`config.mk`:
```
export PLATFORM = sky130hd
export DESIGN_NAME = fetch_unit
export DESIGN_NICKNAME = d
export VERILOG_FILES = /design/src/rtl/fetch_unit.sv
export SDC_FILE = /design/constraint.sdc
export NUM_CORES = 1
export LEC_CHECK = 0
export BUFFER_PORTS_ARGS = -buffer_cell sky130_fd_sc_hd__clkbuf_2
export CAP_MARGIN = 0
export CORE_MARGIN = 10
export CORE_UTILIZATION = 35
export DETAILED_ROUTE_END_ITERATION = 6
export GPL_TIMING_DRIVEN = 0
export PLACE_DENSITY = 0.71
export SLEW_MARGIN = 20
export SYNTH_ARGS = -nofsm -noshare
export SYNTH_HDL_FRONTEND = slang
export SYNTH_SLANG_ARGS = --single-unit
```
`constraint.sdc`:
```
create_clock -name clk -period 2.3 [get_ports clk]
set_clock_uncertainty 0.1 [all_clocks]
set_input_delay 0.46 -clock clk [delete_from_list [all_inputs] [get_ports clk]]
set_output_delay 0.46 -clock clk [all_outputs]
set_load 0.05 [all_outputs]
```
`src/rtl/fetch_unit.sv`:
```
`default_nettype none
// ============================================================================
// fetch_unit : single-outstanding RV32I instruction fetch sequencer
// Rev 1.0
// ============================================================================
module fetch_unit #(
  parameter logic [31:0] RESET_PC = 32'h0000_0000
) (
  input  logic        clk,
  input  logic        rst_n,
  input  logic        redirect_valid,
  input  logic [31:0] redirect_pc,
  output logic        imem_req_valid,
  input  logic        imem_req_ready,
  output logic [31:0] imem_req_addr,
  input  logic        imem_rsp_valid,
  input  logic [31:0] imem_rsp_data,
  output logic        if_valid,
  input  logic        if_ready,
  output logic [31:0] if_pc,
  output logic [31:0] if_instr,
  output logic [31:0] if_pc_plus4
);

  localparam logic [31:0] NOP_INSTR = 32'h0000_0013;
  localparam logic [31:0] ALIGN_MASK = 32'hFFFF_FFFC;

  typedef enum logic [1:0] {
    BOOT = 2'd0,
    REQ  = 2'd1,
    WAIT = 2'd2,
    HOLD = 2'd3
  } state_t;

  state_t      state;
  state_t      state_nxt;
  logic [31:0] fetch_pc;
  logic [31:0] fetch_pc_nxt;
  logic        flush_q;
  logic        flush_nxt;
  logic [31:0] target_q;
  logic [31:0] target_nxt;
  logic [31:0] pc_q;
  logic [31:0] pc_nxt;
  logic [31:0] instr_q;
  logic [31:0] instr_nxt;
  logic [31:0] redirect_aligned;

  assign redirect_aligned = redirect_pc & ALIGN_MASK;

  always_ff @(posedge clk or negedge rst_n) begin
    if (!rst_n) begin
      state <= BOOT;
    end else begin
      state <= state_nxt;
    end
  end

  always_ff @(posedge clk or negedge rst_n) begin
    if (!rst_n) begin
      fetch_pc <= RESET_PC;
      flush_q  <= 1'b0;
      target_q <= 32'h0000_0000;
      pc_q     <= 32'h0000_0000;
      instr_q  <= NOP_INSTR;
    end else begin
      fetch_pc <= fetch_pc_nxt;
      flush_q  <= flush_nxt;
      target_q <= target_nxt;
      pc_q     <= pc_nxt;
      instr_q  <= instr_nxt;
    end
  end

  always_comb begin
    state_nxt    = state;
    fetch_pc_nxt = fetch_pc;
    flush_nxt    = flush_q;
    target_nxt   = target_q;
    pc_nxt       = pc_q;
    instr_nxt    = instr_q;

    unique case (state)
      BOOT: begin
        fetch_pc_nxt = RESET_PC;
        state_nxt    = REQ;
      end

      REQ: begin
        // The issued request cannot be withdrawn; remember where to go once its
        // response has been drained.
        if (redirect_valid) begin
          flush_nxt  = 1'b1;
          target_nxt = redirect_aligned;
        end
        if (imem_req_ready) begin
          state_nxt = WAIT;
        end
      end

      WAIT: begin
        if (imem_rsp_valid) begin
          if (flush_q || redirect_valid) begin
            fetch_pc_nxt = redirect_valid ? redirect_aligned : target_q;
            flush_nxt    = 1'b0;
            state_nxt    = REQ;
          end else begin
            pc_nxt    = fetch_pc;
            instr_nxt = imem_rsp_data;
            state_nxt = HOLD;
          end
        end else if (redirect_valid) begin
          flush_nxt  = 1'b1;
          target_nxt = redirect_aligned;
        end
      end

      HOLD: begin
        // A redirect drops the held instruction even if decode takes it.
        if (redirect_valid) begin
          fetch_pc_nxt = redirect_aligned;
          state_nxt    = REQ;
        end else if (if_ready) begin
          fetch_pc_nxt = fetch_pc + 32'd4;
          state_nxt    = REQ;
        end
      end

      default: begin
        state_nxt = BOOT;
      end
    endcase
  end

  assign imem_req_valid = (state == REQ);
  assign imem_req_addr  = fetch_pc;
  assign if_valid       = (state == HOLD);
  assign if_pc          = pc_q;
  assign if_instr       = instr_q;
  assign if_pc_plus4    = pc_q + 32'd4;

endmodule
`default_nettype wire

```
* Word level (Yosys, flattened, before mapping)
Index checks and enable logic that the tools add are counted. W data, S select, Z words.
Word-level totals: word-level logic and storage cells 45, input port bits 70, output and inout port bits 130, flip-flop bits (word level) 131
Operators by class: muxes and demuxes 18, equal/unequal tests 9, reduce and logical (&&, ||, !) cells 9, bitwise gates (word level) 1, $add $sub $neg 2
Operators with widths (number):
- $mux W32 | 6
- $pmux W32 S3 | 1
- $add A32 B3 Y32 const B | 2
- $pmux W32 S2 | 1
- $mux W2 | 5
- $pmux W2 S4 | 1
- $ne A2 B2 Y1 const B | 3
- $reduce_and A3 Y1 | 2
- $eq A2 B2 Y1 const B | 2
- $reduce_and A2 Y1 | 2
- $reduce_and A4 Y1 | 1
- $mux W1 | 3
- $ne A3 B2 Y1 const B | 1
- $ne A3 B3 Y1 const B | 1
- $reduce_bool A3 Y1 | 1
- $eq A2 B1 Y1 const B | 1
- $logic_not A2 Y1 | 1
- $ne A2 B1 Y1 const B | 1
- $pmux W1 S2 | 1
- $reduce_bool A2 Y1 | 1
- $logic_or A1 B1 Y1 | 1
- $not A1 Y1 | 1

* Logic depth before layout (Yosys ltp)
depth in word-level cells 4, gate-level depth with buffers 10, depth with buffers taken out 7

* Least setup slack after synthesis
OpenSTA, ideal clock, no wires.
path kind register to output, from reg pc_q[9], in the netlist if_pc[9], to out if_pc_plus4[30], data arrival time 2.703 ns, buffers on the path 0, data required time 1.740 ns, slack -0.963 ns, stages on the path, launching flop included 6, path through dfrtp_1 and4_4 or4b_4 nor3_4 nand4_1 xnor2_1
Between the ends: longest elaborated chain between the ends 1
Ends and longest elaborated chain:
- from (decl) | line 43 | logic [31:0] pc_q;
- from (signal assigned) | line 70 | pc_q <= pc_nxt;
- $add A32 B3 Y32 | line 140 | assign if_pc_plus4 = pc_q + 32'd4;
- to (decl) | line 22 | output logic [31:0] if_pc_plus4
Every way passes these cells.

* Final worst setup path
from reg pc_q[14], in the netlist if_pc[14], to out if_pc_plus4[30]
Same word-level chain as after synthesis.

==> results_dict.tcl <==
set metrics [dict create \
    ioPinCount 200 \
    critPathArrivalTime_ns 2.44 \
    crit_buf_inv 1 \
    rrSetupSlack_ns 0.06 \
    core-area_um2 18200 \
    synth-xor-area-share_pct 3.74 \
    layout_commonest_cell "clkbuf_2" \
    synth_seq_area_share_pct 50.1 \
    cp.required_ns 1.74 \
    violations "negative setup slack" \
    drive_gt1_share_pct 50.7 \
    placed_area_um2 8320 \
    synth_area_um2 6550 \
    r2r_start "imem_req_addr[2]" \
    clock_latency_ns 0.43 \
    post-place-ws_ns -0.477 \
    setup_slack_ns -0.698 \
    hp-class "input pin to flop" \
    dieArea_um2 24600 \
    drt_iter0_markers 423 \
    ys.warnings.count 0 \
    synth_fa_ha_area_share_pct 1.15 \
    status "finished, violations left" \
    muxShareOfSynthArea_pct 16.4 \
    critPathMaxFanout 4 \
    crit_slowest_cell "or4b_4" \
    synth_nets 656 \
    gp_congestion 0.891 \
    grt_use_met1_pct 20.4 \
    ys_types 60 \
    finalNonFillerCells 1074 \
    grt_util_met3_pct 4.85 \
    gr-usage-all-layers_pct 17.1 \
    tightestPinTransition_ns 0.546 \
    maxCapViolations 0 \
    start_util_pct 36.0 \
    final_cell_mix "179 x clkbuf_2, 107 x dfrtp_1, 48 x mux2_1, 44 x mux2_2, 39 x buf_4" \
    critPathMostFrequentCell "nand4_1" \
    gr-total-overflow 0 \
    pwr-share-seq_pct 32.2 \
    period_needed_ns 3.00 \
    antennaDiodeCount 0 \
    die_y_um 157 \
    cts_root_buf "clkbuf_16" \
    relSlewSlack_pct 63.6 \
    fillerInstances 1563 \
    crit_path_cell_trace "nand4_1 -> or4b_4 -> nor3_4 -> nand4_1 -> xnor2_4 -> buf_8" \
    port_buffers 197 \
    syn_inst 580 \
    layout.nets 908 \
    synth_top_family_by_area "multiplexers" \
    power_switching_uw 6120 \
    hold_violations 0 \
    pwr-share-clk_pct 19.4 \
    clockBufferDepth 2 \
    setup_viol 22 \
    synth_seq_cells 131 \
    endpoint_kind "output port" \
    die_x_um 157 \
    synth_simple_gate_area_share_pct 12.4 \
    vdd_ir_drop_max_v 0.000595 \
    fp-row-count 49 \
    cts_tree "yes" \
    drc 0 \
    antenna_found_initial 0 \
    avgRoutedWirePerCell_um 20.0 \
    clock.fmax_mhz 334 \
    met2_usage_pct 28.9 \
    area.growth.synth_to_final_pct 45.8 \
    critPathCapture "if_pc_plus4[30]" \
    swShare_pct 48.1 \
    reg2reg_depth 6 \
    fin_tns_setup_ns -8.24 \
    min_period_over_period_pct 130 \
    final_area_um2 9550 \
    critPathTopFamily "simple AND/OR/NAND/NOR gates" \
    first_global_vias 5707 \
    numCtsBuffers 17 \
    dp.cells 1007 \
    slew_violations 0 \
    vias 5706 \
    grt.busiest_layer "met2" \
    path_class "flop to output port" \
    hpwlAfterDp_um 15900 \
    synth_compound_gate_area_share_pct 13.0 \
    avgSynthCellArea_um2 11.3 \
    cp-startpoint "if_pc[14]" \
    r2r-end "imem_req_addr[28]" \
    powerDensity_nw_per_um2 1330 \
    grt_pass1_wl_um 32700 \
    ys_async_sr_fraction_pct 100 \
    synthFlopType "dfrtp_1" \
    crit_cells 6 \
    start_kind "flop" \
    leakage_uw 0.00466 \
    via_per_inst 5.31 \
    grt_max_degree 72 \
    grt_setup_unrepaired "yes" \
    dr.pass1.iters 5 \
    synth_edf_count 0 \
    htree_num_levels 4 \
    cts.sinks 131 \
    max_stage_delay_ns 0.56 \
    p_int_uw 6620 \
    ant_nets 0 \
    comb_power_share_pct 48.4 \
    clkTransAtPathRegs_ns 0.06 \
    routed_wl_um 21500 \
]
==> power by group through the flow <==
stage / registers, uW / clock network, uW / logic, uW
after global placement: 4130 / 0 / 5640
after CTS: 4080 / 2510 / 6060
after detailed placement: 4180 / 0 / 5700
after global routing: 4240 / 2630 / 6500
after floorplan: 6020 / 0 / 2200
final: 4100 / 2480 / 6170
==> registers in the layout, summed over array words and instances, names as in the netlist <==
signal and flops:
imem_req_addr 32, if_pc 32, state 2, if_instr 32, target_q 32, flush_q 1
==> final cells by class <==
class	instances	area [um2]	area share (%)
buffer	33	240	2.51
clock buffer	23	488	5.11
clock inverter	9	55.1	0.576
inverter	13	48.8	0.511
multi-input combinational	401	3610	37.7
sequential	131	3320	34.7
tap	229	287	3.00
timing repair buffer	235	1510	15.8
==> Yosys cell counts (4+ instances only) <==
cell	instances	area share (%)
dfrtp_1	128	49
nand2b_1	4	0.38
buf_1	4	0.23
o21ai_0	28	2.1
o21a_1	4	0.46
and3_1	9	0.86
nor3_2	4	0.61
a222oi_1	4	0.61
mux2_2	44	7.6
and2_1	6	0.57
nand4_1	16	1.5
nor2_1	20	1.1
clkbuf_1	15	0.86
buf_4	6	0.69
a22o_1	6	0.80
nand2_1	33	1.9
nor3_1	5	0.38
a21oi_1	16	1.2
a22oi_1	17	1.9
mux2i_1	4	0.61
mux2_1	48	8.2
o21ai_1	14	1.1
inv_1	13	0.74
nand3_1	19	1.5
and4_1	4	0.53
a221oi_1	4	0.53
ha_1	6	1.1
o31a_1	7	0.94
xnor2_1	25	3.3
a31oi_1	11	1.1
buf_2	10	0.76
==> worst min-delay path by stage <==
| stage | from | to | slack [ns] | cells after the start |
|---|---|---|---|---|
| floorplan | rst_n | flush_q | 0.06 | 0 |
| global placement | if_instr[28] | if_instr[28] | 0.37 | 1 |
| CTS | imem_rsp_data[23] | if_instr[23] | 0.14 | 2 |
| detailed placement | if_instr[12] | if_instr[12] | 0.37 | 1 |
| global route | imem_rsp_data[12] | if_instr[12] | 0.14 | 2 |
| finish | imem_rsp_data[23] | if_instr[23] | 0.15 | 2 |
==> kinds of logic (layout without fill, tap and decap cells) <==
kind of cell,Yosys count,after routing
DFF,131,131
xor gates and xnor gates,28,28
and+or+nand+nor,142,142
buffers and inverters,48,313
adders and majority gates,6,6
muxes,96,96
AOI/OAI and AO/OA,129,129
==> stage by stage <==
stage                     power, uW  hold slack (ns)  utilization [%]
final                         12700            0.147             52.5
after floorplan                8220           0.0644                -
after global placement         9760            0.366             45.5
after CTS                     12700            0.136             51.5
after detailed placement       9880            0.374             45.7
after global routing          13400            0.141             52.5
==> worst register-to-register path, stage by stage (launching register included) <==
cell and delay (ns):
dfrtp_2 0.45, ha_1 0.27, nand3_2 0.21, nor4_4 0.44
nand3_1 0.23, o31a_1 0.29, o22ai_1 0.17
==> timing repair <==
item	in CTS	in global routing
setup endpoints to repair	136	107
gates resized for setup	80	49
hold endpoints to repair	60	0
pin swaps	18	10
hold buffers	1	0
setup buffers	24	12
==> layer usage <==
layer / wire length [um] / part of all wire (%) / vias to the layer above
li1: - / - / 2662
met3: 1460 / 6.8 / 27
met4: 361 / 1.7 / 0
met5: 0 / 0 / -
met2: 10900 / 51 / 203
met1: 8680 / 40 / 2814
No activity file was read; power rests on OpenSTA's default activity.
